**config.mk**
```make
export PLATFORM = sky130hd
export DESIGN_NAME = tri_raster_scan
export DESIGN_NICKNAME = d
export VERILOG_FILES = /design/src/rtl/tri_pkg.sv /design/src/rtl/tri_bbox.sv /design/src/rtl/tri_raster_scan.sv
export SDC_FILE = /design/constraint.sdc
export NUM_CORES = 1
export LEC_CHECK = 0
export ABC_CLOCK_PERIOD_IN_PS = 6500
export CORE_ASPECT_RATIO = 1.4
export CORE_MARGIN = 2
export CORE_UTILIZATION = 50
export DETAILED_ROUTE_END_ITERATION = 7
export HOLD_SLACK_MARGIN = 0.06
export PLACE_DENSITY_LB_ADDON = 0.1
export RECOVER_POWER = 50
export SETUP_SLACK_MARGIN = 0.5
export SYNTH_ARGS = -nofsm -noshare
export SYNTH_HDL_FRONTEND = slang
export SYNTH_SLANG_ARGS = --single-unit
```
**constraint.sdc**
```tcl
create_clock -name clk -period 6.5 [get_ports clk]
set_input_delay 1.3 -clock clk [delete_from_list [all_inputs] [get_ports clk]]
set_output_delay 1.3 -clock clk [all_outputs]
set_load 0.01 [all_outputs]
```
**src/rtl/tri_pkg.sv**
```systemverilog
// Shared types for the triangle raster front end (scan generator and the
// point-in-triangle test stage).
package tri_pkg;

  localparam int COORD_W = 9;

  typedef logic [COORD_W-1:0] coord_t;

  typedef enum logic [1:0] {IDLE, SETUP, SCAN} scan_state_t;

  function automatic coord_t min3(input coord_t a, input coord_t b, input coord_t c);
    coord_t m;
    m = (a < b) ? a : b;
    return (c < m) ? c : m;
  endfunction

  function automatic coord_t max3(input coord_t a, input coord_t b, input coord_t c);
    coord_t m;
    m = (a > b) ? a : b;
    return (c > m) ? c : m;
  endfunction

endpackage

```
**src/rtl/tri_bbox.sv**
```systemverilog
// Combinational bounding box of three vertices. With TRI_RASTER_CLIP_EN
// defined, the box maxima are clamped to the screen and 'off' flags a box
// that lies entirely outside it; otherwise 'off' is always 0.
module tri_bbox
  import tri_pkg::*;
#(
  parameter int SCR_W = 320,
  parameter int SCR_H = 240
) (
  input  coord_t ax,
  input  coord_t ay,
  input  coord_t bx,
  input  coord_t by,
  input  coord_t cx,
  input  coord_t cy,
  output coord_t xmin,
  output coord_t xmax,
  output coord_t ymin,
  output coord_t ymax,
  output logic   off
);

  coord_t xlo, xhi, ylo, yhi;

  // Unclipped box: unsigned min/max over the three vertices.
  always_comb begin
    xlo = min3(ax, bx, cx);
    xhi = max3(ax, bx, cx);
    ylo = min3(ay, by, cy);
    yhi = max3(ay, by, cy);
  end

  assign xmin = xlo;
  assign ymin = ylo;

`ifdef TRI_RASTER_CLIP_EN
  localparam coord_t XLIM = coord_t'(SCR_W - 1);
  localparam coord_t YLIM = coord_t'(SCR_H - 1);

  // Only the maxima can leave the screen; minima are unsigned and >= 0.
  assign xmax = (xhi > XLIM) ? XLIM : xhi;
  assign ymax = (yhi > YLIM) ? YLIM : yhi;
  assign off  = (xlo > xmax) || (ylo > ymax);
`else
  assign xmax = xhi;
  assign ymax = yhi;
  assign off  = 1'b0;

  // Screen size only matters when clipping is built in.
  logic unused_scr;
  assign unused_scr = ^{SCR_W, SCR_H};
`endif

endmodule

```
**src/rtl/tri_raster_scan.sv**
```systemverilog
// Triangle bounding-box scan generator. On start, latches three vertices,
// computes their bounding box in SETUP, then streams every pixel of the box
// column-major (py inner, px outer) over a valid/ready handshake, flagging the
// final pixel with pix_last and pulsing done afterwards.
// Optional screen clipping: define TRI_RASTER_CLIP_EN.
// COORD_W must match tri_pkg::COORD_W (the box logic uses tri_pkg::coord_t).
module tri_raster_scan
  import tri_pkg::coord_t;
  import tri_pkg::scan_state_t;
  import tri_pkg::IDLE;
  import tri_pkg::SETUP;
  import tri_pkg::SCAN;
#(
  parameter int COORD_W = 9,
  parameter int SCR_W   = 320,
  parameter int SCR_H   = 240
) (
  input  logic               clk,
  input  logic               rst,
  input  logic               start,
  input  logic [COORD_W-1:0] ax,
  input  logic [COORD_W-1:0] ay,
  input  logic [COORD_W-1:0] bx,
  input  logic [COORD_W-1:0] by,
  input  logic [COORD_W-1:0] cx,
  input  logic [COORD_W-1:0] cy,
  output logic               busy,
  output logic [COORD_W-1:0] px,
  output logic [COORD_W-1:0] py,
  output logic               pix_valid,
  input  logic               pix_ready,
  output logic               pix_last,
  output logic               done
);

  scan_state_t state, state_nxt;
  coord_t      la_x, la_y, lb_x, lb_y, lc_x, lc_y;
  coord_t      xmin, xmax, ymin, ymax;
  coord_t      bb_xmin, bb_xmax, bb_ymin, bb_ymax;
  logic        bb_off;
  logic        hs, done_nxt;

  tri_bbox #(.SCR_W(SCR_W), .SCR_H(SCR_H)) u_bbox (
    .ax(la_x), .ay(la_y), .bx(lb_x), .by(lb_y), .cx(lc_x), .cy(lc_y),
    .xmin(bb_xmin), .xmax(bb_xmax), .ymin(bb_ymin), .ymax(bb_ymax),
    .off(bb_off)
  );

  assign pix_valid = (state == SCAN);
  assign busy      = (state != IDLE);
  assign hs        = pix_valid && pix_ready;
  // Gated by pix_valid so the reset-zeroed box does not flag a phantom last.
  assign pix_last  = pix_valid && (px == xmax) && (py == ymax);

  // State register.
  always_ff @(posedge clk) begin
    if (rst) state <= IDLE;
    else     state <= state_nxt;
  end

  // Next-state and done-pulse decode.
  always_comb begin
    state_nxt = state;
    done_nxt  = 1'b0;
    case (state)
      IDLE:  if (start) state_nxt = SETUP;
      SETUP: begin
        state_nxt = bb_off ? IDLE : SCAN;
        done_nxt  = bb_off;
      end
      SCAN:  if (hs && pix_last) begin
        state_nxt = IDLE;
        done_nxt  = 1'b1;
      end
      default: state_nxt = IDLE;
    endcase
  end

  // Vertex latch, box registers and the px/py walk.
  always_ff @(posedge clk) begin
    if (rst) begin
      {la_x, la_y, lb_x, lb_y, lc_x, lc_y} <= '0;
      {xmin, xmax, ymin, ymax}             <= '0;
      px   <= '0;
      py   <= '0;
      done <= 1'b0;
    end else begin
      done <= done_nxt;
      if (state == IDLE && start) begin
        la_x <= ax; la_y <= ay;
        lb_x <= bx; lb_y <= by;
        lc_x <= cx; lc_y <= cy;
      end
      if (state == SETUP) begin
        xmin <= bb_xmin; xmax <= bb_xmax;
        ymin <= bb_ymin; ymax <= bb_ymax;
        if (!bb_off) begin
          px <= bb_xmin;
          py <= bb_ymin;
        end
      end
      // Increments only while strictly below the max, so no wrap is possible.
      if (state == SCAN && hs) begin
        if (py < ymax) begin
          py <= py + coord_t'(1);
        end else if (px < xmax) begin
          px <= px + coord_t'(1);
          py <= ymin;
        end
      end
    end
  end

endmodule

```
==> impl_metrics.env <==
export IMPL_dieWidth_um=99.87
export IMPL_worst_path_buf_inv=1
export IMPL_synth_seq_cells=102
export IMPL_syn_area_mm2=0.006434
export IMPL_multiInputGateArea_mm2=0.003998
export IMPL_min_period_ns=4.929
export IMPL_slew_headroom_pct=-59.62
export IMPL_gr_total_overflow=0
export IMPL_critPathArrivalTime_ns=5.17
export IMPL_syn2layout_area_growth_pct=17.64
export IMPL_regArea_mm2=0.002042
export IMPL_ys_flop_type="dfxtp_1"
export IMPL_netlist_instances=800
export IMPL_placed_cells=1000
export IMPL_cpMaxStageDelayCell="o31ai_2"
export IMPL_grt_busiest_layer="met2"
export IMPL_wl_per_cell_um=16.27
export IMPL_drc=0
export IMPL_grt_pass1_wl_um=27390
export IMPL_ctsHoldBuffers=0
export IMPL_cts_setup_buffers=0
export IMPL_violations="max-capacitance violations, max-slew violations"
export IMPL_cts_sinks=102
export IMPL_cts_resized=0
export IMPL_fmax_mhz=202.9
export IMPL_cp_common_cell="ha_1"
export IMPL_track_usage_pct=24.45
export IMPL_start_util_pct=50.70
export IMPL_fp_row_count=49
export IMPL_coreArea_mm2=0.01269
export IMPL_synth_enable_flop_cells=0
export IMPL_pin_count=80
export IMPL_irDropWorstVdd_mv=0.1342
export IMPL_h_tree_depth=3
export IMPL_end_kind="register"
export IMPL_worst_pin_slew_ns=2.394
export IMPL_dr_first_iter_drc_count=256
export IMPL_clk_pin_slew_ns=0.07
export IMPL_dp_hpwl_um=12610
export IMPL_ys_seq_area_share_pct=31.74
export IMPL_hold_path_class="register to register"
export IMPL_clockBufferDepth=2
export IMPL_finClkSkew_ns=0.008254
export IMPL_startpoint_type="register"
export IMPL_grt_max_degree=91
export IMPL_total_power_uw=1968
export IMPL_slew_violations=56
export IMPL_cts_tree="built"
export IMPL_die_h_um=138.2
export IMPL_drive_above_1_share_pct=4.056
export IMPL_cts_root_buffer="clkbuf_16"
export IMPL_nets=988
export IMPL_instances_no_fill=1016
export IMPL_gr_usage_met2_pct=41.18
export IMPL_first_global_vias=5700
export IMPL_dr_pass1_iters=4
export IMPL_drt_wl_total_um=16530
export IMPL_gp_congestion=0.8957
export IMPL_crit_chain="inv_1 -> ha_1 -> nand3_1 -> o21bai_1 -> a21o_1 -> a21oi_2 -> o31a_1 -> mux2i_1 -> ha_1 -> nor2b_1 -> o21a_1 -> o21ai_0 -> a211oi_1 -> o31ai_2 -> a21oi_1 -> a22o_1"
export IMPL_numCtsBuffers=9
export IMPL_crit_type="register to register"
export IMPL_diodes=0
export IMPL_hold_viol=0
export IMPL_status="finished, violations left"
export IMPL_critical_path_top_delay_family="compound AO/OA/AOI/OAI gates"
export IMPL_port_buffers=79
export IMPL_yosysUniqueCellTypes=59
export IMPL_crit_fanout=18
export IMPL_cap_viol_max_count=1
export IMPL_antenna_found_initial=0
export IMPL_postSynthAreaPerCell_um2=8.042
export IMPL_p_leak_uw=0.003064
export IMPL_ant_nets=0
export IMPL_grt_util_met3_pct=3.842
export IMPL_vias_per_cell=5.759
export IMPL_num_vias=5851
export IMPL_finalSetupViolCount=0
export IMPL_post_route_period_util_pct=75.83
export IMPL_timing_hold_ws_ns=0.4661
export IMPL_dieArea_mm2=0.01380
export IMPL_grt_util_met1_pct=31.75
export IMPL_slowest_delay_ns=0.86
export IMPL_powerDensity_mw_per_mm2=260.0
export IMPL_synth_fp_nets=930
export IMPL_async_flop_share_pct=0
export IMPL_clock_latency_ns=0.35
export IMPL_crit_required_ns=6.74
export IMPL_rsz0062_at_grt="false"
export IMPL_fillers=1199
export IMPL_yosys_warnings=0
export IMPL_setup_tns_final_ns=0
## per-layer routing
metal,vias up,part of all wire (%)
met3,34,4.1
met4,0,2.6
met1,2741,45
met2,146,48
li1,2930,-
met5,-,0
## tightest hold or removal path: stages (launching register included)
cell and delay, ns:
dfxtp_1 0.32, nand2_1 0.05, a21oi_1 0.05
## layout make-up
cell class / count / area share (%)
clock buffer: 14 / 3.620
multi-input combinational: 602 / 52.82
sequential: 102 / 26.98
inverter: 57 / 2.827
tap: 153 / 2.529
clock inverter: 2 / 0.1984
timing repair buffer: 86 / 11.03
## cells in the mapped netlist (all sizes together), types with 2 or more instances
master   count  area share [%]
nand2      151             8.8
dfxtp      102              32
a21oi       84             6.6
ha          72              14
inv         56             3.3
mux2i       45             7.0
nor2        43             2.5
o21ai       32             2.5
clkbuf      29             1.7
nand3       16             1.2
a22o        15             2.0
nand4       14             1.4
nor2b       11             1.1
buf         10             1.1
o211ai      10             1.2
o21a         9             1.1
o22ai        8            0.78
a211oi       6            0.78
and3         6            0.58
mux2         6             1.1
nor3         6            0.47
xor2         6            0.82
a22oi        5            0.58
a2bb2oi      5            0.68
and2         5            0.49
a2111oi      4            0.74
a21o         4            0.47
nand3b       4            0.47
a31oi        3            0.29
a32o         3            0.47
o21bai       3            0.35
o31ai        3            0.43
or2          3            0.29
a211o        2            0.27
a311o        2            0.31
nand2b       2            0.19
nor4         2            0.43
xnor2        2            0.27
## cells by family (layout without fill, tap and decap cells)
| logic type | Yosys count | in the layout | share of synthesized area (%) |
|---|---|---|---|
| buffers and inverters | 96 | 159 | 6.145 |
| flip-flops | 102 | 102 | 31.74 |
| XOR/XNOR | 8 | 8 | 1.089 |
| adder cells (fa/ha/maj) | 72 | 72 | 14.00 |
| AO/OA/AOI/OAI | 205 | 205 | 20.65 |
| AND/OR/NAND/NOR | 266 | 266 | 18.32 |
| multiplexers | 51 | 51 | 8.051 |
## metrics by stage
| stage | cell area [um^2] | util, % | setup slack, ns |
|---|---|---|---|
| after floorplan | 6434 | - | 2.774 |
| after global placement | 7283 | 57.39 | 1.786 |
| after CTS | 7572 | 59.67 | 1.592 |
| after global routing | 7569 | 59.64 | 1.146 |
| after detailed placement | 7283 | 57.39 | 1.611 |
| final | 7569 | 59.64 | 1.571 |
## registers in the layout (all words and copies together), names as in the netlist
signal / cells
done: 1
la_x: 9
la_y: 9
lb_x: 9
lb_y: 9
lc_x: 9
lc_y: 9
px: 9
py: 9
state: 2
xmax: 9
ymax: 9
ymin: 9
## placed cells by master (no fill, tap or decap), types with 15 or more instances in the layout
| cell | synthesis | layout |
|---|---|---|
| a22o_1 | 15 | 15 |
| nor2_1 | 42 | 42 |
| a21oi_1 | 83 | 83 |
| nand3_1 | 16 | 16 |
| ha_1 | 72 | 72 |
| inv_1 | 56 | 56 |
| mux2i_1 | 45 | 45 |
| dfxtp_1 | 102 | 102 |
| nand2_1 | 151 | 151 |
| o21ai_0 | 26 | 26 |
| dlygate4sd3_1 | 0 | 16 |
| clkdlybuf4s50_1 | 0 | 62 |
## power breakdown
group / total (uW) / internal [uW] / switching (uW)
clock network: 523 / 292 / 231
registers: 725 / 672 / 52.9
logic: 719 / 308 / 411
total: 1970 / 1270 / 695
## worst paths after layout
kind / startpoint / endpoint / slack, ns / cells after the start
worst max-delay path: lb_x[4]$_SDFFE_PP0P_ / xmax[2]$_SDFFE_PP0N_ / 1.57 / 16
worst min-delay path: lc_x[0]$_SDFFE_PP0P_ / lc_x[0]$_SDFFE_PP0P_ / 0.47 / 2
worst max register to register: lb_x[4]$_SDFFE_PP0P_ / xmax[2]$_SDFFE_PP0N_ / 1.57 / 16
worst min register to register: lc_x[0]$_SDFFE_PP0P_ / lc_x[0]$_SDFFE_PP0P_ / 0.47 / 2
(Power assumes the default switching activity.)
